`src/rtl/fb_link_pkg.sv`:
```
// Shared types, defaults and the colour-bar byte for the serial loader.
// Exports state_t, default parameters and pat_byte().
package fb_link_pkg;

  localparam int HALF_DEF        = 4;
  localparam int RST_CYCLES_DEF  = 8;
  localparam int FRAME_BYTES_DEF = 8192;

  typedef enum logic [2:0] {
    ST_IDLE,
    ST_LINK_RST,
    ST_GUARD,
    ST_LOAD,
    ST_SHIFT,
    ST_DONE
  } state_t;

  // Colour bars: bits [6:4] of the byte address, repeated per nibble.
  function automatic logic [7:0] pat_byte(input logic [2:0] sel);
    return {1'b0, sel, 1'b0, sel};
  endfunction

endpackage

```
`src/rtl/fb_bit_shifter.sv`:
```
// MSB-first byte shifter with per-bit phase counter.
// Ports: clk, reset_n, en, load, din -> tgl, upd, bit_val, done.
module fb_bit_shifter #(
  parameter int HALF = 4
) (
  input  logic       clk,
  input  logic       reset_n,
  input  logic       en,
  input  logic       load,
  input  logic [7:0] din,
  output logic       tgl,
  output logic       upd,
  output logic       bit_val,
  output logic       done
);

  localparam logic [8:0] PH_MID  = 9'(HALF - 1);
  localparam logic [8:0] PH_LAST = 9'(2 * HALF - 1);

  logic [7:0] sr_q, sr_d;
  logic [2:0] bit_q, bit_d;
  logic [8:0] ph_q, ph_d;
  logic       bit_end;

  // sr_q holds the bits still to be sent, next one in [7].
  always_comb begin
    sr_d  = sr_q;
    bit_d = bit_q;
    ph_d  = ph_q;
    if (load) begin
      sr_d  = {din[6:0], 1'b0};
      bit_d = 3'd0;
      ph_d  = 9'd0;
    end else if (en) begin
      if (ph_q == PH_LAST) begin
        ph_d  = 9'd0;
        bit_d = bit_q + 3'd1;
        sr_d  = {sr_q[6:0], 1'b0};
      end else begin
        ph_d = ph_q + 9'd1;
      end
    end
  end

  assign bit_end = en && (ph_q == PH_LAST);
  assign tgl     = en && (ph_q == PH_MID);
  assign done    = bit_end && (bit_q == 3'd7);
  assign upd     = load || (bit_end && !done);
  assign bit_val = load ? din[7] : sr_q[7];

  always_ff @(posedge clk) begin
    if (!reset_n) begin
      sr_q  <= '0;
      bit_q <= '0;
      ph_q  <= '0;
    end else begin
      sr_q  <= sr_d;
      bit_q <= bit_d;
      ph_q  <= ph_d;
    end
  end

endmodule

```
`src/rtl/fb_serial_loader.sv`:
```
// Frame loader: link reset, guard, then bytes shifted out on ser_clk edges.
// Ports: start/pat_en, s_valid/s_data/s_ready, ser_clk/data/rst, busy, frame_done, byte_cnt.
module fb_serial_loader
  import fb_link_pkg::*;
#(
  parameter int HALF        = HALF_DEF,
  parameter int RST_CYCLES  = RST_CYCLES_DEF,
  parameter int FRAME_BYTES = FRAME_BYTES_DEF
) (
  input  logic        clk,
  input  logic        reset_n,
  input  logic        start,
  input  logic        pat_en,
  input  logic        s_valid,
  input  logic [7:0]  s_data,
  output logic        s_ready,
  output logic        ser_clk,
  output logic        ser_data,
  output logic        ser_rst,
  output logic        busy,
  output logic        frame_done,
  output logic [12:0] byte_cnt
);

  localparam logic [15:0] RST_LAST   = 16'(RST_CYCLES - 1);
  localparam logic [15:0] GUARD_LAST = 16'(HALF - 1);
  localparam logic [13:0] FB_LAST    = 14'(FRAME_BYTES);

  state_t      state_q, state_d;
  logic [15:0] cnt_q, cnt_d;
  logic        pat_q, pat_d;
  logic [12:0] byte_cnt_q, byte_cnt_d;
  logic        ser_clk_q, ser_clk_d;
  logic        ser_data_q, ser_data_d;
  logic        ser_rst_q, ser_rst_d;
  logic        busy_q, busy_d;
  logic        done_q, done_d;

  logic        sh_load, sh_tgl, sh_upd, sh_bit, sh_done;
  logic [7:0]  sh_din;
  logic [13:0] next_cnt;

  assign next_cnt = {1'b0, byte_cnt_q} + 14'd1;

  fb_bit_shifter #(
    .HALF (HALF)
  ) u_shift (
    .clk     (clk),
    .reset_n (reset_n),
    .en      (state_q == ST_SHIFT),
    .load    (sh_load),
    .din     (sh_din),
    .tgl     (sh_tgl),
    .upd     (sh_upd),
    .bit_val (sh_bit),
    .done    (sh_done)
  );

  always_ff @(posedge clk) begin
    if (!reset_n) begin
      state_q    <= ST_IDLE;
      cnt_q      <= '0;
      pat_q      <= 1'b0;
      byte_cnt_q <= '0;
      ser_clk_q  <= 1'b0;
      ser_data_q <= 1'b0;
      ser_rst_q  <= 1'b0;
      busy_q     <= 1'b0;
      done_q     <= 1'b0;
    end else begin
      state_q    <= state_d;
      cnt_q      <= cnt_d;
      pat_q      <= pat_d;
      byte_cnt_q <= byte_cnt_d;
      ser_clk_q  <= ser_clk_d;
      ser_data_q <= ser_data_d;
      ser_rst_q  <= ser_rst_d;
      busy_q     <= busy_d;
      done_q     <= done_d;
    end
  end

  always_comb begin
    state_d    = state_q;
    cnt_d      = cnt_q;
    pat_d      = pat_q;
    byte_cnt_d = byte_cnt_q;
    sh_load    = 1'b0;
    sh_din     = s_data;
    unique case (state_q)
      ST_IDLE: begin
        if (start) begin
          state_d    = ST_LINK_RST;
          cnt_d      = '0;
          pat_d      = pat_en;
          byte_cnt_d = '0;
        end
      end
      ST_LINK_RST: begin
        if (cnt_q == RST_LAST) begin
          state_d = ST_GUARD;
          cnt_d   = '0;
        end else begin
          cnt_d = cnt_q + 16'd1;
        end
      end
      ST_GUARD: begin
        if (cnt_q == GUARD_LAST) begin
          state_d = ST_LOAD;
          cnt_d   = '0;
        end else begin
          cnt_d = cnt_q + 16'd1;
        end
      end
      ST_LOAD: begin
        if (pat_q) begin
          sh_din  = pat_byte(byte_cnt_q[6:4]);
          sh_load = 1'b1;
          state_d = ST_SHIFT;
        end else if (s_valid) begin
          sh_load = 1'b1;
          state_d = ST_SHIFT;
        end
      end
      ST_SHIFT: begin
        if (sh_done) begin
          byte_cnt_d = next_cnt[12:0];
          state_d    = (next_cnt == FB_LAST) ? ST_DONE : ST_LOAD;
        end
      end
      ST_DONE: state_d = ST_IDLE;
      default: state_d = ST_IDLE;
    endcase
  end

  // Outputs registered from the next state so they align with state_q.
  always_comb begin
    ser_rst_d  = (state_d == ST_LINK_RST);
    busy_d     = (state_d != ST_IDLE);
    done_d     = (state_d == ST_DONE);
    ser_data_d = sh_upd ? sh_bit : ser_data_q;
    ser_clk_d  = ser_clk_q ^ sh_tgl;
    if (state_d == ST_LINK_RST || state_d == ST_GUARD) begin
      ser_clk_d = 1'b0;
    end
  end

  assign s_ready    = (state_q == ST_LOAD) && !pat_q;
  assign ser_clk    = ser_clk_q;
  assign ser_data   = ser_data_q;
  assign ser_rst    = ser_rst_q;
  assign busy       = busy_q;
  assign frame_done = done_q;
  assign byte_cnt   = byte_cnt_q;

endmodule

```
`config.mk`:
```
export PLATFORM = sky130hd
export DESIGN_NAME = fb_serial_loader
export DESIGN_NICKNAME = d
export VERILOG_FILES = /design/src/rtl/fb_link_pkg.sv /design/src/rtl/fb_bit_shifter.sv /design/src/rtl/fb_serial_loader.sv
export SDC_FILE = /design/constraint.sdc
export NUM_CORES = 1
export LEC_CHECK = 0
export CORE_MARGIN = 5
export CORE_UTILIZATION = 60
export DETAILED_ROUTE_END_ITERATION = 8
export PLACE_DENSITY = 0.84
export SYNTH_ARGS = -nofsm -noshare
export SYNTH_HDL_FRONTEND = slang
export SYNTH_SLANG_ARGS = --single-unit
```
`constraint.sdc`:
```
create_clock -name clk -period 4.5 [get_ports clk]
set_input_delay 0.45 -clock clk [delete_from_list [all_inputs] [get_ports clk]]
set_output_delay 0.45 -clock clk [all_outputs]
set_load 0.05 [all_outputs]
```
==> results of run 1 <==
[stage by stage]
stage	utilization, %	instances
final	73.6	427
after global routing	73.6	427
after CTS	73.6	427
after detailed placement	68.1	411
after global placement	68.1	411
after floorplan	-	342
[power groups by stage]
stage                     Combinational [uW]  Clock, uW  Sequential [uW]
final                                   49.9        633              512
after CTS                               50.1        635              512
after global placement                  48.9          0              524
after detailed placement                49.6          0              524
after global routing                    54.5        660              513
after floorplan                         26.7          0              526
[worst min-delay path: cells and delay by family, from the launching register on]
kind               cells  cell delay, ns
DFF                    1            0.31
and+or+nand+nor        1            0.05
AOI/OAI and AO/OA      1            0.05
[worst max-delay path by stage]
stage	from	end	slack [ns]	depth (start not counted)
final	state_q[0]	s_ready	1.92	3
after floorplan	state_q[0]	u_shift.sr_q[7]	1.96	7
after global placement	s_valid	u_shift.sr_q[2]	1.98	5
after CTS	state_q[0]	s_ready	1.93	3
after detailed placement	s_valid	u_shift.sr_q[5]	1.85	5
after global routing	state_q[0]	s_ready	1.80	3
[logic make-up after synthesis]
group	after synthesis	share of synthesized area, %
adder cells (fa/ha/maj)	6	2.60
multiplexers	8	2.77
AO/OA/AOI/OAI	63	15.9
XOR/XNOR	25	7.58
AND/OR/NAND/NOR	162	28.4
flip-flops	57	39.5
buffers and inverters	21	3.25
[synthesized netlist by cell type (2+ instances only)]
cell | number | area, um2
o21ai_0 | 12 | 60.1
o21a_1 | 2 | 15.0
a31oi_1 | 4 | 25.0
nand2_1 | 36 | 135
buf_2 | 6 | 30.0
clkbuf_1 | 9 | 33.8
ha_1 | 6 | 75.1
xor2_1 | 20 | 175
nand4b_1 | 3 | 26.3
o21ai_1 | 2 | 10.0
nor4_1 | 3 | 18.8
nand3_1 | 20 | 100
a21oi_1 | 21 | 105
and4_4 | 2 | 22.5
xnor2_1 | 5 | 43.8
a211oi_1 | 2 | 15.0
a311oi_1 | 2 | 17.5
inv_1 | 4 | 15.0
nor2_1 | 53 | 199
or3_1 | 2 | 12.5
a22oi_1 | 2 | 15.0
nor3_1 | 10 | 50.1
nand2b_1 | 3 | 18.8
mux2i_1 | 8 | 80.1
nand4_1 | 5 | 31.3
buf_4 | 2 | 15.0
a22o_1 | 4 | 35.0
and4_1 | 5 | 43.8
and3_1 | 3 | 18.8
dfxtp_1 | 57 | 1140
and2_1 | 6 | 37.5
[layout make-up]
class,instances,area share [%]
multi-input cells,264,47.9
inverters,4,0.435
repair buffers,32,9.20
clock inverters,6,3.77
flip-flops and latches,57,33.0
clock buffers,10,3.69
well taps,54,1.96
[state kept, by name, indices dropped and copies added (netlist names), 3 cells and up]
register,count
cnt_q,16
u_shift.bit_q,3
state_q,3
byte_cnt,13
u_shift.ph_q,9
u_shift.sr_q,7
[layout by cell type, fill, tap and decap left out, drive strengths merged, types with 3 or more instances in the layout]
master         instances
nor4                   3
and3                   3
and2                   6
nand4b                 3
xnor2                  5
mux2i                  8
nand3                 20
nand2                 38
inv                    4
a211oi                 3
nor2                  54
a311oi                 3
ha                     6
o21ai                 14
a31oi                  5
clkdlybuf4s50         31
and4                   7
nor3                  10
a21oi                 21
nand4                  6
bufinv                 4
a22o                   4
dfxtp                 57
clkbuf                10
xor2                  20
nand2b                 3
[routing by layer]
| layer | vias to the layer above | GRT usage (%) | wire length (um) |
|---|---|---|---|
| met1 | 1179 | 30.3 | 3080 |
| met3 | 12 | 4.18 | 303 |
| met5 | - | 0 | 0 |
| met4 | 0 | 9.62 | 109 |
| met2 | 75 | 35.2 | 2980 |
| li1 | 1260 | - | - |
==> impl_metrics.csv, run 1 <==
group,metric,value,unit
sta,finalSetupViolCount,0,
pwr,p_comb_share,4.2,%
setup_path,critPathSlowestCell,"clkdlybuf4s50_1",
global_route,first_global_vias,2392,
hold_path,hold_class,"flop to flop",
synthesis,ys_seq_area_share,39.5,%
setup_path,reg2reg_to,"u_shift.sr_q[1]",
routing,drt_first_iter_violations,204,
cells_and_area,n_antenna_cell,0,
synthesis,ys_async_sr_fraction,0,%
setup_path,reg2regPathDepth,7,
cells_and_area,nets,387,
clock_network,root_buffer,"clkbuf_8",
setup_path,critical_path_buf_inv_count,1,
pwr,p_switching,244,uW
setup_path,cp.required,4.05,ns
routing,routedWlPerCell,15.1,um
sta,timing.final.hold_violations,0,
setup_path,end_kind,"output port",
clock_network,postCtsSetupRepairBufs,0,
die,core-area,4690,um2
global_route,grt_usage,22.4,%
placed_design,place_congestion,0.836,
pwr,irDropWorstVdd,0.321,mV
global_route,antenna_found_initial,0,
pwr,p_per_area,346,nW/um2
clock_network,ctsHoldBuffers,0,
placed_design,io_buffers,31,
synthesis,netlist_area,2890,um2
hold_path,hold_start,"u_shift.bit_q[1]",
setup_path,crit_family,"buffers and inverters",
sta,rsz0062_at_grt,"no",
setup_path,critical_path.startpoint_type,"flop",
pwr,clock_power_share,52.9,%
hold_path,holdPathEnd,"u_shift.bit_q[1]",
clock_network,clock_latency,0.34,ns
cells_and_area,layout-drive-gt1-share,8.04,%
sta,tns,0,ns
synthesis,avgSynthCellArea,8.45,um2
synthesis,syn_nets,361,
die,die_y,79.4,um
routing,vias,2526,
pwr,finalPower,1200,uW
clock_network,cts.sinks,57,
synthesis,synth-edff-count,0,
cells_and_area,multi_input_area,1660,um2
sta,whs,0.464,ns
synthesis,synth_flop_cell,"dfxtp_1",
job,drv_cap,0,
placed_design,place_area,3200,um2
clock_network,htree_levels,3,
die,fp.dieArea,6310,um2
setup_path,crit_type,"flop to output port",
sta,max_slew_margin,17.5,%
cells_and_area,syn_to_final_growth,19.5,%
die,rows,25,
cells_and_area,regArea,1140,um2
setup_path,crit_fanout,11,
setup_path,path_cells,"nand2_1, nor3_1, clkdlybuf4s50_1",
synthesis,synth-seq-cells,57,
routing,avgViaCountPerCell,5.92,
cells_and_area,fill_cells,366,
pwr,swShare,20.4,%
setup_path,cpPeakStageDelay,0.86,ns
sta,period_share,57.4,%
routing,drc,0,
pwr,pwr-share-seq,42.9,%
sta,worst_slack,1.92,ns
synthesis,synthCells,342,
sta,fin_crit,2.58,ns
outcome,status,"finished, final reports clean",
sta,skew,0.00695,ns
die,io_pins,32,
clock_network,cts_tree,"yes",
setup_path,r2r-start,"u_shift.ph_q[0]",
synthesis,yosys_warnings,0,
routing,dr.pass1.iters,5,
global_route,gr-total-overflow,0,
setup_path,cp.arrival,2.13,ns
hold_path,min_path_cells,2,
sta,fmax,0.387,GHz
die,initial_utilization,61.6,%
die,die_w,79.4,um
placed_design,hpwl,4.42,mm
routing,drtAntennaViolNets,0,
routing,wl,6.47,mm
sta,slew_viol_final,0,
pwr,p_int,951,uW
cells_and_area,design_area,3450,um2
synthesis,ys_types,54,
placed_design,dp_slack,1.85,ns
pwr,leakagePower,0.00127,uW
clock_network,numCtsBuffers,9,
clock_network,cts.repair.resized,0,
global_route,grt_pass1_wl,11.1,mm
clock_network,clkTransAtPathRegs,0.07,ns
sta,worst_slew_pin_slew,1.23,ns
global_route,grt_max_degree,22,
clock_network,clock_path_buffers,2,
setup_path,r2r_setup_slack,2.15,ns
Power figures use the tool's default switching activity.
==> inputs of run 2 (changes only) <==
- CORE_UTILIZATION: 60 -> 56
- PLACE_DENSITY: 0.84 -> 0.79
- clock period: 4.5 -> 2.52 ns (I/O delays scaled with it)
==> run 2 against run 1 <==
- core utilization fell by 5.7 points
- worst hold slack improved by 0.0016 ns
- setup slack got worse by 1.7 ns
- critical path type unchanged
- via count fell by 0.99%
- cell area fell by 0.22%
- clock power rose by 35%
- first-iteration DRC count fell by 45%
==> impl_metrics.csv, run 2 (same netlist as run 1, synthesis figures left out) <==
group,metric,value,unit
clock_network,clock_latency,0.34,ns
global_route,first_global_vias,2283,
cells_and_area,fill_cells,446,
setup_path,crit_fanout,11,
die,die_w,81.8,um
clock_network,clkTransAtPathRegs,0.06,ns
pwr,irDropWorstVdd,0.335,mV
hold_path,hold_start,"s_data[4]",
cells_and_area,nets,391,
job,drv_cap,0,
sta,worst_slew_pin_slew,0.701,ns
routing,wl,6.39,mm
setup_path,path_cells,"nand2_1, nor3_2, clkdlybuf4s50_1",
cells_and_area,final_util,67.9,%
cells_and_area,mostFrequentLayoutCells,"dfxtp_1 (57), nor2_1 (53), nand2_1 (36), clkdlybuf4s50_1 (31), a21oi_1 (21)",
sta,period_share,92.6,%
pwr,p_per_area,540,nW/um2
die,initial_utilization,57.0,%
die,io_pins,32,
sta,skew,0.00800,ns
die,die_y,81.8,um
sta,fin_crit,2.33,ns
setup_path,cp.arrival,2.08,ns
placed_design,place_congestion,0.835,
setup_path,crit_type,"flop to output port",
die,rows,26,
global_route,antenna_found_initial,0,
global_route,grt_max_degree,22,
global_route,gr-total-overflow,0,
setup_path,cpPeakStageDelay,0.83,ns
die,fp.dieArea,6700,um2
cells_and_area,layout_commonest_cell,"dfxtp_1",
clock_network,numCtsBuffers,9,
clock_network,cts.repair.resized,0,
global_route,grt_usage,20.9,%
cells_and_area,top_register,"cnt_q",
setup_path,critPathLaunch,"state_q[0]",
routing,drt_first_iter_violations,113,
setup_path,end_kind,"output port",
global_route,grt_pass1_wl,10.7,mm
sta,max_slew_margin,53.2,%
die,core-area,5070,um2
routing,drtAntennaViolNets,0,
setup_path,crit_family,"buffers and inverters",
setup_path,r2r-start,"u_shift.ph_q[0]",
pwr,finalPower,1860,uW
setup_path,critical_path.startpoint_type,"flop",
placed_design,hpwl,4.40,mm
clock_network,cts_tree,"yes",
sta,fmax,0.428,GHz
routing,routedWlPerCell,14.3,um
pwr,leakagePower,0.00126,uW
sta,timing.final.hold_violations,0,
setup_path,r2r_setup_slack,0.31,ns
cells_and_area,n_antenna_cell,0,
routing,drc,0,
routing,avgViaCountPerCell,5.61,
sta,tns,0,ns
cells_and_area,largest_register_ffs,16,
clock_network,postCtsSetupRepairBufs,0,
hold_path,hold_class,"input pin to flop",
clock_network,root_buffer,"clkbuf_8",
routing,dr.pass1.iters,4,
cells_and_area,syn_to_final_growth,19.3,%
clock_network,htree_levels,3,
sta,slew_viol_final,0,
sta,finalSetupViolCount,0,
routing,vias,2501,
clock_network,cts.sinks,57,
clock_network,clock_path_buffers,2,
setup_path,critical_path_buf_inv_count,1,
setup_path,critPathSlowestCell,"clkdlybuf4s50_1",
cells_and_area,layout-drive-gt1-share,9.04,%
outcome,status,"finished, final reports clean",
placed_design,io_buffers,31,
setup_path,cp.required,2.27,ns
clock_network,ctsHoldBuffers,0,
sta,rsz0062_at_grt,"no",
==> run 2: cell types whose count changed in the layout (fill, tap and decap cells not counted) <==
cell,before,now
buf_4,1,5
nor3_2,0,1
clkbuf_8,9,11
bufinv_16,4,1
nor3_1,10,9
==> run 2: power breakdown <==
part / leakage (uW) / internal (uW) / switching [uW] / total (uW)
registers: 0.000460 / 908 / 8.33 / 916
clock network: 0.000102 / 502 / 350 / 852
logic: 0.000699 / 40.2 / 52.5 / 92.7
total: 0.00126 / 1450 / 411 / 1860
==> run 2: layout make-up <==
class | count | area, um2 | area share, %
clock buffer | 12 | 155 | 4.50
clock inverter | 3 | 40.0 | 1.16
inverter | 4 | 15.0 | 0.436
multi-input combinational | 264 | 1660 | 48.2
sequential | 57 | 1140 | 33.1
tap | 70 | 87.6 | 2.54
timing repair buffer | 36 | 348 | 10.1
==> run 2: per-stage QoR <==
step                cells  setup slack (ns)  hold WS, ns  instance area, um2
finish                446             0.186        0.465                3450
global route          446            0.0965        0.460                3450
CTS                   446             0.181        0.459                3450
detailed placement    431             0.317        0.458                3250
global placement      431             0.380        0.452                3250
floorplan             342             0.255        0.392                2900
==> run 2: worst register-to-register path, delay by kind of cell, from the launching register on <==
family | cells | cell delay [ns]
AOI/OAI and AO/OA | 1 | 0.32
adders and majority gates | 1 | 0.24
and+or+nand+nor | 5 | 1.11
DFF | 1 | 0.39
==> run 2: metal layers <==
metal	GRT usage (%)	vias up	share of wire (%)
met4	5.48	0	1.6
li1	-	1271	-
met3	6.91	8	4.4
met1	26.2	1170	45
met2	34.4	52	49
met5	0	-	0
==> run 2: path summary, 6_finish.rpt <==
path / endpoint / cells after the start
worst min register to register: u_shift.bit_q[2] / 2
worst max register to register: u_shift.sr_q[1] / 7
worst min-delay path: u_shift.sr_q[5] / 3
worst max-delay path: s_ready / 3
